### config.mk
export PLATFORM = sky130hd
export DESIGN_NAME = bcd_convertor
export DESIGN_NICKNAME = d
export VERILOG_FILES = /design/src/rtl/bcd_convertor.sv
export SDC_FILE = /design/constraint.sdc
export NUM_CORES = 1
export LEC_CHECK = 0
export BUFFER_PORTS_ARGS = -buffer_cell sky130_fd_sc_hd__buf_4
export CORE_MARGIN = 10
export CORE_UTILIZATION = 45
export CTS_CLUSTER_DIAMETER = 120
export DETAILED_ROUTE_END_ITERATION = 10
export GPL_ROUTABILITY_DRIVEN = 1
export MAX_ROUTING_LAYER = met4
export PLACE_DENSITY = 0.73
export SYNTH_ARGS = -nofsm -noshare
export SYNTH_HDL_FRONTEND = slang
export SYNTH_SLANG_ARGS = --single-unit
### constraint.sdc
create_clock -name clk -period 7.2 [get_ports clk]
set_clock_uncertainty 0.2 [all_clocks]
set_input_delay 0.72 -clock clk [delete_from_list [all_inputs] [get_ports clk]]
set_output_delay 0.72 -clock clk [all_outputs]
set_load 0.02 [all_outputs]
### src/rtl/bcd_convertor.sv
// Signed binary to packed BCD converter for the calculator display path.
// A double-dabble engine processes one magnitude bit per clock.
module bcd_convertor #(
  parameter int WIDTH       = 28,
  parameter int DIGITS      = 9,
  parameter int DISP_DIGITS = 8
) (
  input  logic                  clk,
  input  logic                  rst,
  input  logic                  valid_in,
  input  logic [WIDTH-1:0]      d_in,
  input  logic                  err_in,
  output logic                  busy,
  output logic                  valid_out,
  output logic [4*DIGITS-1:0]   bcd_out,
  output logic                  sign,
  output logic                  err_out,
  output logic                  ovr_disp,
  output logic [1:0]            dbg_state_o
);

  // Handshake: valid_in is a one-cycle strobe taken only while busy=0 (IDLE);
  // valid_out is a one-cycle strobe; result outputs hold until the next one.

  localparam logic [1:0] IDLE  = 2'd0;
  localparam logic [1:0] SHIFT = 2'd1;
  localparam logic [1:0] DONE  = 2'd2;

  localparam int BW = 4 * DIGITS;
  localparam int CW = $clog2(WIDTH + 1);

  logic [1:0]       state_q, state_d;
  logic [CW-1:0]    cnt_q, cnt_d;
  logic [WIDTH-1:0] mag_q, mag_d;
  logic [BW-1:0]    bcd_q, bcd_d;
  logic             sign_q, sign_d;
  logic             err_pend_q, err_pend_d;
  logic             busy_q, busy_d;
  logic             valid_q, valid_d;
  logic [BW-1:0]    bcd_out_q, bcd_out_d;
  logic             sign_out_q, sign_out_d;
  logic             err_out_q, err_out_d;
  logic             ovr_q, ovr_d;

  logic [WIDTH-1:0]    mag_in;
  logic [BW-1:0]       bcd_adj;
  logic [BW+WIDTH-1:0] shift_cat;
  logic                high_digits_nz;

  // Two's-complement negate in an unsigned WIDTH-bit field: the most negative
  // value maps to 2^(WIDTH-1) without wrapping.
  assign mag_in = d_in[WIDTH-1] ? (~d_in + {{(WIDTH-1){1'b0}}, 1'b1}) : d_in;

  always_comb begin
    bcd_adj = '0;
    for (int i = 0; i < DIGITS; i++) begin
      bcd_adj[4*i +: 4] = (bcd_q[4*i +: 4] >= 4'd5) ? (bcd_q[4*i +: 4] + 4'd3)
                                                    : bcd_q[4*i +: 4];
    end
  end

  assign shift_cat      = {bcd_adj, mag_q} << 1;
  assign high_digits_nz = |bcd_q[BW-1:4*DISP_DIGITS];

  always_comb begin
    state_d    = state_q;
    cnt_d      = cnt_q;
    mag_d      = mag_q;
    bcd_d      = bcd_q;
    sign_d     = sign_q;
    err_pend_d = err_pend_q;
    busy_d     = busy_q;
    valid_d    = 1'b0;
    bcd_out_d  = bcd_out_q;
    sign_out_d = sign_out_q;
    err_out_d  = err_out_q;
    ovr_d      = ovr_q;

    case (state_q)
      IDLE: begin
        if (valid_in) begin
          busy_d = 1'b1;
          if (err_in) begin
            // Error results bypass conversion; outputs update immediately.
            err_pend_d = 1'b1;
            err_out_d  = 1'b1;
            bcd_out_d  = '0;
            sign_out_d = 1'b0;
            ovr_d      = 1'b0;
            state_d    = DONE;
          end else begin
            err_pend_d = 1'b0;
            sign_d     = d_in[WIDTH-1];
            mag_d      = mag_in;
            bcd_d      = '0;
            cnt_d      = CW'(WIDTH);
            state_d    = SHIFT;
          end
        end
      end

      SHIFT: begin
        bcd_d = shift_cat[BW+WIDTH-1:WIDTH];
        mag_d = shift_cat[WIDTH-1:0];
        cnt_d = cnt_q - CW'(1);
        if (cnt_q == CW'(1)) begin
          state_d = DONE;
        end
      end

      DONE: begin
        if (!err_pend_q) begin
          bcd_out_d  = bcd_q;
          sign_out_d = sign_q;
          err_out_d  = 1'b0;
          ovr_d      = high_digits_nz;
        end
        err_pend_d = 1'b0;
        valid_d    = 1'b1;
        busy_d     = 1'b0;
        state_d    = IDLE;
      end

      default: begin
        state_d = IDLE;
        busy_d  = 1'b0;
      end
    endcase
  end

  always_ff @(posedge clk or posedge rst) begin
    if (rst) begin
      state_q    <= IDLE;
      cnt_q      <= '0;
      mag_q      <= '0;
      bcd_q      <= '0;
      sign_q     <= 1'b0;
      err_pend_q <= 1'b0;
      busy_q     <= 1'b0;
      valid_q    <= 1'b0;
      bcd_out_q  <= '0;
      sign_out_q <= 1'b0;
      err_out_q  <= 1'b0;
      ovr_q      <= 1'b0;
    end else begin
      state_q    <= state_d;
      cnt_q      <= cnt_d;
      mag_q      <= mag_d;
      bcd_q      <= bcd_d;
      sign_q     <= sign_d;
      err_pend_q <= err_pend_d;
      busy_q     <= busy_d;
      valid_q    <= valid_d;
      bcd_out_q  <= bcd_out_d;
      sign_out_q <= sign_out_d;
      err_out_q  <= err_out_d;
      ovr_q      <= ovr_d;
    end
  end

  assign busy        = busy_q;
  assign valid_out   = valid_q;
  assign bcd_out     = bcd_out_q;
  assign sign        = sign_out_q;
  assign err_out     = err_out_q;
  assign ovr_disp    = ovr_q;
  assign dbg_state_o = state_q;

endmodule
======== Yosys cells after proc, flatten, opt, wreduce, memory -nomap -nowiden ========
Cells that the tools add are included.
storage, ports and cells
  register bits after elaboration ......... 114
  input bits .............................. 32
  output and inout port bits .............. 43
  logic and storage cells ................. 96
operators by class
  add/sub/neg operators ................... 11
  magnitude comparators ................... 9
  eq/ne operators ......................... 8
  multiplexer cells ....................... 43
  bitwise logic cells ..................... 3
  reduce and logical (&&, ||, !) cells .... 10
operators with widths
  cell                   count
  $mux 36                5
  $pmux 36 s2            2
  $mux 28                3
  $pmux 28 s2            1
  $ge 4x3->1 const B     9
  $add 4x2->4 const B    8
  $mux 4                 8
  $add 28x1->28 const B  1
  $not 28->28            1
  $mux 1                 11
  $mux 5                 2
  $ne 2x2->1 const B     5
  $pmux 1 s2             5
  $pmux 5 s2             1
  $mux 2                 3
  $reduce_and 2->1       3
  $reduce_and 3->1       2
  $eq 5x1->1 const B     1
  $sub 5x1->5 const B    1
  $pmux 2 s2             1
  $reduce_and 4->1       1
  $reduce_bool 2->1      2
  $reduce_or 4->1        1
  $add 3x2->3 const B    1
  5 further kinds        6

======== Longest topological paths before layout ========
Gate-level depths: netlist of run 1.
  depth in word-level cells ............... 6
  gate-level depth with buffers ........... 8
  depth with buffers taken out ............ 7

======== Worst setup path after synthesis of run 1 ========
OpenSTA, ideal clock, no wires.
  path kind ............................... in2reg
  start point ............................. input port d_in[0]
  end point ............................... register mag_q[14]
  library setup time ...................... 0.076 ns
  data arrival time ....................... 1.996 ns
  required time ........................... 6.924 ns
  setup slack ............................. 4.927 ns
  cell stages on the path ................. 8
  buffers on the path ..................... 1
  cell sequence ........................... inv_1 > ha_1 > or3b_1 > buf_6 > o41ai_4 > xnor2_1 > nor2_1 > o21ai_1
on the way
  longest elaborated chain between the ends .. 6
RTL lines
  element               RTL line  source
  from (decl)           11        input logic [WIDTH-1:0] d_in,
  $not 28->28           52        assign mag_in = d_in[WIDTH-1] ? (~d_in + {{(WIDTH-1){1'b0}}, 1'b1}) : d_in;
  $add 28x1->28         52
  $mux 28               52
  $mux 28               83        if (err_in) begin
  $mux 28               81        if (valid_in) begin
  $pmux 28 s2           79        case (state_q)
  to (signal assigned)  148       mag_q <= mag_d;
  to (decl)             34        logic [WIDTH-1:0] mag_q, mag_d;
No other way between the ends. The select of a mux whose other input is x is not followed.
A chain may end at the register's enable or synchronous reset.

======== Worst setup path in the final report of run 1 ========
  start point ............................. register state_q[0] (netlist: dbg_state_o[0])
  end point ............................... register cnt_q[4]
on the way
  longest elaborated chain between the ends .. 3
  elaborated cells on any way between the ends .. 7
  classes of those cells .................. eq/ne: 3; mux: 1; reduce/logical: 3
RTL lines
  element                                                           RTL line  source
  from (decl)                                                       32        logic [1:0] state_q, state_d;
  from (signal assigned)                                            146       state_q <= state_d;
  $eq 2x1->1 / $logic_not 2->1 (equally long branches)              79
  $reduce_bool 2->1 (no line) / $ne 2x2->1 (equally long branches)  -
  $reduce_and 3->1 (no line)                                        -
  to (signal assigned)                                              147       cnt_q <= cnt_d;
  to (decl)                                                         33        logic [CW-1:0] cnt_q, cnt_d;
Parallel ways exist; a longest one is shown, timed or not.

==> impl_metrics.env, run 1 <==
export IMPL_route_detailed_drc=0
export IMPL_post_place_ws_ns=4.28
export IMPL_cts_root_buf="clkbuf_16"
export IMPL_critPathMaxFanout=37
export IMPL_status="finished, final reports clean"
export IMPL_wl_per_cell_um=16.4
export IMPL_finalSetupViolCount=0
export IMPL_fillers=1049
export IMPL_dp_hpwl_um=8930
export IMPL_cts_resized_gates=0
export IMPL_track_usage=0.154
export IMPL_ys_ff_latch=114
export IMPL_crit_path_end_kind="flop"
export IMPL_fmaxAchievable_ghz=0.396
export IMPL_seq_area_frac_synth=0.497
export IMPL_syn_inst=550
export IMPL_final_antenna_net_count=0
export IMPL_core_area_um2=12600
export IMPL_setup_tns_ns=0
export IMPL_ff2ff_setup_slack_ns=4.67
export IMPL_ys_types=47
export IMPL_critical_path_top_delay_family="compound AO/OA/AOI/OAI gates"
export IMPL_vias=4534
export IMPL_start_util=0.456
export IMPL_critPathLaunchType="flop"
export IMPL_grt_max_degree=83
export IMPL_drv_slew=0
export IMPL_clkSinkCount=114
export IMPL_fin_cells=802
export IMPL_htreeDepth=4
export IMPL_die_area_um2=17700
export IMPL_first_global_vias=4605
export IMPL_routed_via_density=5.65
export IMPL_drv_cap=0
export IMPL_antenna_found_initial=0
export IMPL_r2r_end="cnt_q[4]$_DFFE_PP0P_"
export IMPL_fin_crit_ns=2.53
export IMPL_clkTransAtPathRegs_ns=0.05
export IMPL_synth_ff_type="dfrtp_1"
export IMPL_p_switching_w=0.00111
export IMPL_maxSlewHeadroom=0.322
export IMPL_worstPathCellList="inv_2 -> a21oi_4 -> nand2_1 -> or4_1 -> nand3_1"
export IMPL_fin_crit_sh=0.351
export IMPL_synth_edf_count=0
export IMPL_cts_buffer_depth=2
export IMPL_swShare=0.366
export IMPL_drt_pass1_iterations=5
export IMPL_initialDrtViolationCount=370
export IMPL_hold_ws_ns=0.105
export IMPL_placedCellCount=770
export IMPL_r2r_start="dbg_state_o[0]$_DFFE_PP0P_"
export IMPL_io_pins=75
export IMPL_rr_worst_depth=5
export IMPL_slowest_stage="a21oi_4"
export IMPL_finalCoreUtilization=0.560
export IMPL_io_buffers=74
export IMPL_powerDensity_nw_per_um2=431
export IMPL_holdBufCountCts=0
export IMPL_tightestPinTransition_ns=1.02
export IMPL_cts_tree="built"
export IMPL_die_w_um=133
export IMPL_nets=670
export IMPL_wl_um=13200
export IMPL_power_internal_w=0.00192
export IMPL_clock_power_share=0.292
export IMPL_path_class="reg -> reg"
export IMPL_post_cts_buffers=0
export IMPL_cp_num_buf_inv=1
export IMPL_synth_net_count=603
export IMPL_syn_mean_instance_area_um2=10.4
export IMPL_grt_first_pass_wirelength_um=22300
export IMPL_yosysWarnings=0
export IMPL_peakVddDrop_v=0.000223
export IMPL_clkLatencyLatePin_ns=0.41
export IMPL_crit_required_ns=7.33
export IMPL_rows=41
export IMPL_rsz0062_at_grt="no"
export IMPL_critPathMaxStageDelay_ns=0.79
export IMPL_setup_ws_ns=4.67
export IMPL_worstPathArrival_ns=2.66
export IMPL_synthArstFlopShare=1.00
export IMPL_p_seq_frac=0.353
export IMPL_synthToLayoutAreaGrowth_pct=22.7
export IMPL_cts_buffers=17
export IMPL_gr_total_overflow=0
export IMPL_p_leak_nw=3.15
export IMPL_antenna_diode_count=0
export IMPL_drive_above_1_share=0.203
export IMPL_min_path_type="in -> async"
export IMPL_hold_viol_final=0
export IMPL_syn_area_um2=5740
export IMPL_comb_power_share=0.355
export IMPL_die_h_um=133
export IMPL_gp_congestion=0.845
-- placed cells by master, fill, tap and decap left out, types with 7 or more instances in the layout --
cell type / count
nor3_1: 7
clkbuf_16: 17
o22ai_1: 17
o21ai_0: 44
inv_1: 24
xnor2_1: 17
a22o_1: 38
ha_1: 21
o31ai_1: 18
o21ai_1: 8
xor2_1: 18
a22oi_1: 13
dfrtp_1: 114
a21oi_1: 30
buf_4: 79
a32o_1: 9
nand2b_1: 10
nor2_1: 26
nand3_1: 7
nand2_1: 38
-- cells by family (layout without fill, tap and decap cells) --
kind of cell               count (synthesis)  after routing  share of synthesized area
muxes                                      4              4                    0.00698
AOI/OAI and AO/OA                        194            194                      0.239
DFF                                      114            114                      0.497
adders and majority gates                 21             21                     0.0458
and+or+nand+nor                          125            125                      0.115
xor gates and xnor gates                  35             35                     0.0534
buffers and inverters                     57            137                     0.0419
-- worst max-delay path by stage --
stage / startpoint / end / slack, ns / depth (start not counted)
after CTS: dbg_state_o[0]$_DFFE_PP0P_ / cnt_q[4]$_DFFE_PP0P_ / 4.68 / 5
final: dbg_state_o[0]$_DFFE_PP0P_ / cnt_q[4]$_DFFE_PP0P_ / 4.67 / 5
after global placement: err_in / cnt_q[4]$_DFFE_PP0P_ / 4.35 / 6
after global routing: dbg_state_o[0]$_DFFE_PP0P_ / cnt_q[4]$_DFFE_PP0P_ / 4.50 / 5
after floorplan: rst / bcd_out[0]$_DFFE_PP0P_ / 3.26 / 1
after detailed placement: err_in / cnt_q[4]$_DFFE_PP0P_ / 4.28 / 6
-- flip-flops by register name, indices dropped and copies added (netlist names), 2 cells and up --
name         flops
mag_q           28
bcd_q           36
cnt_q            5
bcd_out         36
dbg_state_o      2
-- power groups by stage --
| stage | sequential (W) | combinational (W) | clock [W] |
|---|---|---|---|
| floorplan | 0.00110 | 0.000713 | 0 |
| detailed placement | 0.00108 | 0.00108 | 0 |
| finish | 0.00107 | 0.00108 | 0.000885 |
| CTS | 0.00107 | 0.00109 | 0.000897 |
| global placement | 0.00107 | 0.00103 | 0 |
| global route | 0.00110 | 0.00121 | 0.000930 |
-- synth_stat cells, types with 17 or more instances --
master | count | area share
a21oi_1 | 30 | 0.026
a22o_1 | 38 | 0.058
clkbuf_1 | 18 | 0.012
dfrtp_1 | 114 | 0.50
ha_1 | 21 | 0.046
inv_1 | 25 | 0.016
nand2_1 | 38 | 0.025
nor2_1 | 26 | 0.017
o21ai_0 | 44 | 0.038
o22ai_1 | 17 | 0.019
o31ai_1 | 18 | 0.024
xnor2_1 | 17 | 0.026
xor2_1 | 18 | 0.027
-- area by class of cell --
class                   count  area (um2)  area share
clock buffers              22         474      0.0674
clock inverters            10         155      0.0220
flip-flops and latches    114        2850       0.405
repair buffers             79         593      0.0843
multi-input cells         379        2650       0.376
well taps                 172         215      0.0306
inverters                  26         100      0.0142
-- worst reg2reg max path: stages, from the launching register on --
cell	delay [ns]
dfrtp_1	0.52
inv_2	0.14
a21oi_4	0.80
nand2_1	0.25
or4_1	0.45
nand3_1	0.10
-- through the flow --
step / total power (W) / cell area (um2)
2_1_floorplan: 0.00181 / 5740
5_1_grt: 0.00324 / 7040
6_report: 0.00303 / 7040
4_1_cts: 0.00305 / 7040
3_5_place_dp: 0.00215 / 6410
3_3_place_gp: 0.00209 / 6410
-- layer usage --
metal  global-route usage  vias up  wire length [um]
met5                    -        -                 0
met4               0.0348        0               126
met3               0.0522       12               761
met2                0.243      133              6160
met1                0.187     2221              6140
li1                     -     2168                 -
No activity file was read; power rests on OpenSTA's default activity.
==> inputs of run 2 (changes only) <==
--- a/config.mk
+++ b/config.mk
@@ -12,7 +12,7 @@
 export DETAILED_ROUTE_END_ITERATION = 10
 export GPL_ROUTABILITY_DRIVEN = 1
 export MAX_ROUTING_LAYER = met4
-export PLACE_DENSITY = 0.73
+export PLACE_DENSITY = 0.75
 export SYNTH_ARGS = -nofsm -noshare
 export SYNTH_HDL_FRONTEND = slang
 export SYNTH_SLANG_ARGS = --single-unit
==> constraint.sdc (replaced) <==
create_clock -name clk -period 2 [get_ports clk]
set_clock_uncertainty 0.2 [all_clocks]
set_input_delay 0.2 -clock clk [delete_from_list [all_inputs] [get_ports clk]]
set_output_delay 0.2 -clock clk [all_outputs]
set_load 0.02 [all_outputs]
==> run 2 against run 1 <==
The flow now finishes with violations (setup timing). Clock power rose to 3.5 times the previous value. Clock-buffer cell count rose by 4. Flip-flop and latch count did not move. Via count rose by 7.3%. Routed wire length rose by 11%. Non-clock buffer count rose by 46. Die area did not move. Worst hold slack got worse by 0.037 ns. Worst setup slack got worse by 4.7 ns. Core utilization rose by 4.0 points. Largest power group unchanged.
==> impl_metrics.env, run 2 (synthesis gave the netlist of run 1 again) <==
export IMPL_path_class="in -> reg"
export IMPL_io_buffers=74
export IMPL_critPathLaunchType="primary input"
export IMPL_start_util=0.456
export IMPL_crit_path_end_kind="flop"
export IMPL_clkLatencyLatePin_ns=0.40
export IMPL_vias=4863
export IMPL_gr_total_overflow=0
export IMPL_rows=41
export IMPL_clkTransAtPathRegs_ns=0.05
export IMPL_antenna_found_initial=0
export IMPL_r2r_start="bcd_q[12]$_DFFE_PP0P_"
export IMPL_layout_commonest_cell="dfrtp_1"
export IMPL_fin_crit_ns=2.02
export IMPL_grt_first_pass_wirelength_um=25000
export IMPL_hp_start="d_in[1]"
export IMPL_critPathMaxFanout=6
export IMPL_drv_slew=0
export IMPL_die_h_um=133
export IMPL_wl_um=14700
export IMPL_gp_congestion=0.852
export IMPL_hold_viol_final=0
export IMPL_powerDensity_nw_per_um2=1480
export IMPL_critical_path_top_delay_family="simple AND/OR/NAND/NOR gates"
export IMPL_io_pins=75
export IMPL_cts_buffer_depth=2
export IMPL_finalPower_w=0.0112
export IMPL_critPathMaxStageDelay_ns=0.54
export IMPL_worstPathArrival_ns=2.09
export IMPL_most_common_layout_cells="dfrtp_1, buf_4, o21ai_0"
export IMPL_finalCoreUtilization=0.600
export IMPL_cp_startpoint="d_in[9]"
export IMPL_cts_buffers=17
export IMPL_min_path_type="in -> reg"
export IMPL_fmaxAchievable_ghz=0.496
export IMPL_grt_max_degree=115
export IMPL_route_detailed_drc=0
export IMPL_setup_ws_ns=-0.0153
export IMPL_clkSinkCount=114
export IMPL_wl_per_cell_um=17.3
export IMPL_p_leak_nw=3.37
export IMPL_core_area_um2=12600
export IMPL_htreeDepth=4
export IMPL_maxSlewHeadroom=0.596
export IMPL_dp_hpwl_um=9500
export IMPL_final_antenna_net_count=0
export IMPL_crit_top_cell="nor4_4"
export IMPL_cts_tree="built"
export IMPL_fin_crit_sh=1.01
export IMPL_initialDrtViolationCount=316
export IMPL_tightestPinTransition_ns=0.607
export IMPL_die_w_um=133
export IMPL_status="finished, violations left"
export IMPL_crit_required_ns=2.07
export IMPL_synthToLayoutAreaGrowth_pct=31.5
export IMPL_slowest_stage="dlygate4sd3_1"
export IMPL_antenna_diode_count=0
export IMPL_drv_cap=0
export IMPL_routed_via_density=5.75
export IMPL_finalSetupViolCount=1
export IMPL_worstPathCellList="dlygate4sd3_1 -> buf_4 -> nor4_4 -> nand2_2 -> nor4_4 -> mux2i_1 -> o211ai_2"
export IMPL_die_area_um2=17700
export IMPL_peakVddDrop_v=0.000755
export IMPL_cts_root_buf="clkbuf_16"
export IMPL_track_usage=0.171
export IMPL_drt_pass1_iterations=5
export IMPL_drive_above_1_share=0.224
export IMPL_violations="setup timing"
export IMPL_setup_tns_ns=-0.0153
export IMPL_nets=716
export IMPL_cp_num_buf_inv=2
export IMPL_first_global_vias=5091
==> run 2: changes by cell type in the layout (fill, tap and decap cells not counted), sizes merged <==
cell,previous run,this run
clkinv,4,1
inv,26,25
bufinv,4,3
clkinvlp,2,1
dlygate4sd3,0,28
clkbuf,22,26
buf,79,97
==> run 2: final timing paths <==
check                                    endpoint  cells after the start  slack [ns]
hold / removal               mag_q[1]$_DFFE_PP0P_                      5        0.07
setup reg to reg            bcd_q[14]$_DFFE_PP0P_                      7        0.17
setup / recovery            mag_q[25]$_DFFE_PP0P_                      7       -0.02
hold reg to reg              mag_q[2]$_DFFE_PP0P_                      2        0.28
min in group asynchronous  bcd_out[6]$_DFFE_PP0P_                      4        0.33
max in group asynchronous   mag_q[21]$_DFFE_PP0P_                      4        0.80
==> run 2: worst reg2reg max path, cell delays in order (launching register included) <==
cell and delay (ns):
dfrtp_1 0.41, inv_1 0.12, ha_1 0.22, nand2b_1 0.09
a21oi_1 0.35, nor2_1 0.08, a21oi_1 0.14, o21ai_0 0.09
==> run 2: power by group <==
group | internal (W) | switching, W
Sequential | 0.00315 | 0.000698
Clock | 0.00214 | 0.000969
Combinational | 0.00181 | 0.00241
==> run 2: repair_timing <==
action / CTS / global route
endpoints found under the hold margin: 142 / 0
buffers inserted: 0 / 3
gates resized for setup: 0 / 13
endpoints found under the setup margin: 0 / 12
hold buffers: 28 / 0
==> run 2: layout make-up <==
class	count	area, um2
clock buffer	26	519
clock inverter	4	95.1
fill	1029	5020
inverter	26	101
multi-input combinational	379	2710
sequential	114	2850
tap	172	215
timing repair buffer	125	1050
==> run 2: metrics by stage <==
stage | hold WS [ns] | setup slack, ns | cells | instance area [um2]
4_1_cts | 0.0638 | 0.0172 | 843 | 7460
6_report | 0.0684 | -0.0153 | 846 | 7550
5_1_grt | 0.0951 | -0.156 | 846 | 7550
3_5_place_dp | 0.234 | -0.0189 | 785 | 6560
2_1_floorplan | 0.141 | 0.0899 | 550 | 5740
3_3_place_gp | 0.224 | 0.0331 | 785 | 6560
==> run 2: per-layer routing <==
metal  up-vias  share of wire  track usage
met1      2434           0.43        0.206
met3        20          0.054       0.0473
li1       2252              -            -
met4         0          0.011       0.0532
met2       157           0.50        0.273
met5         -              0            -
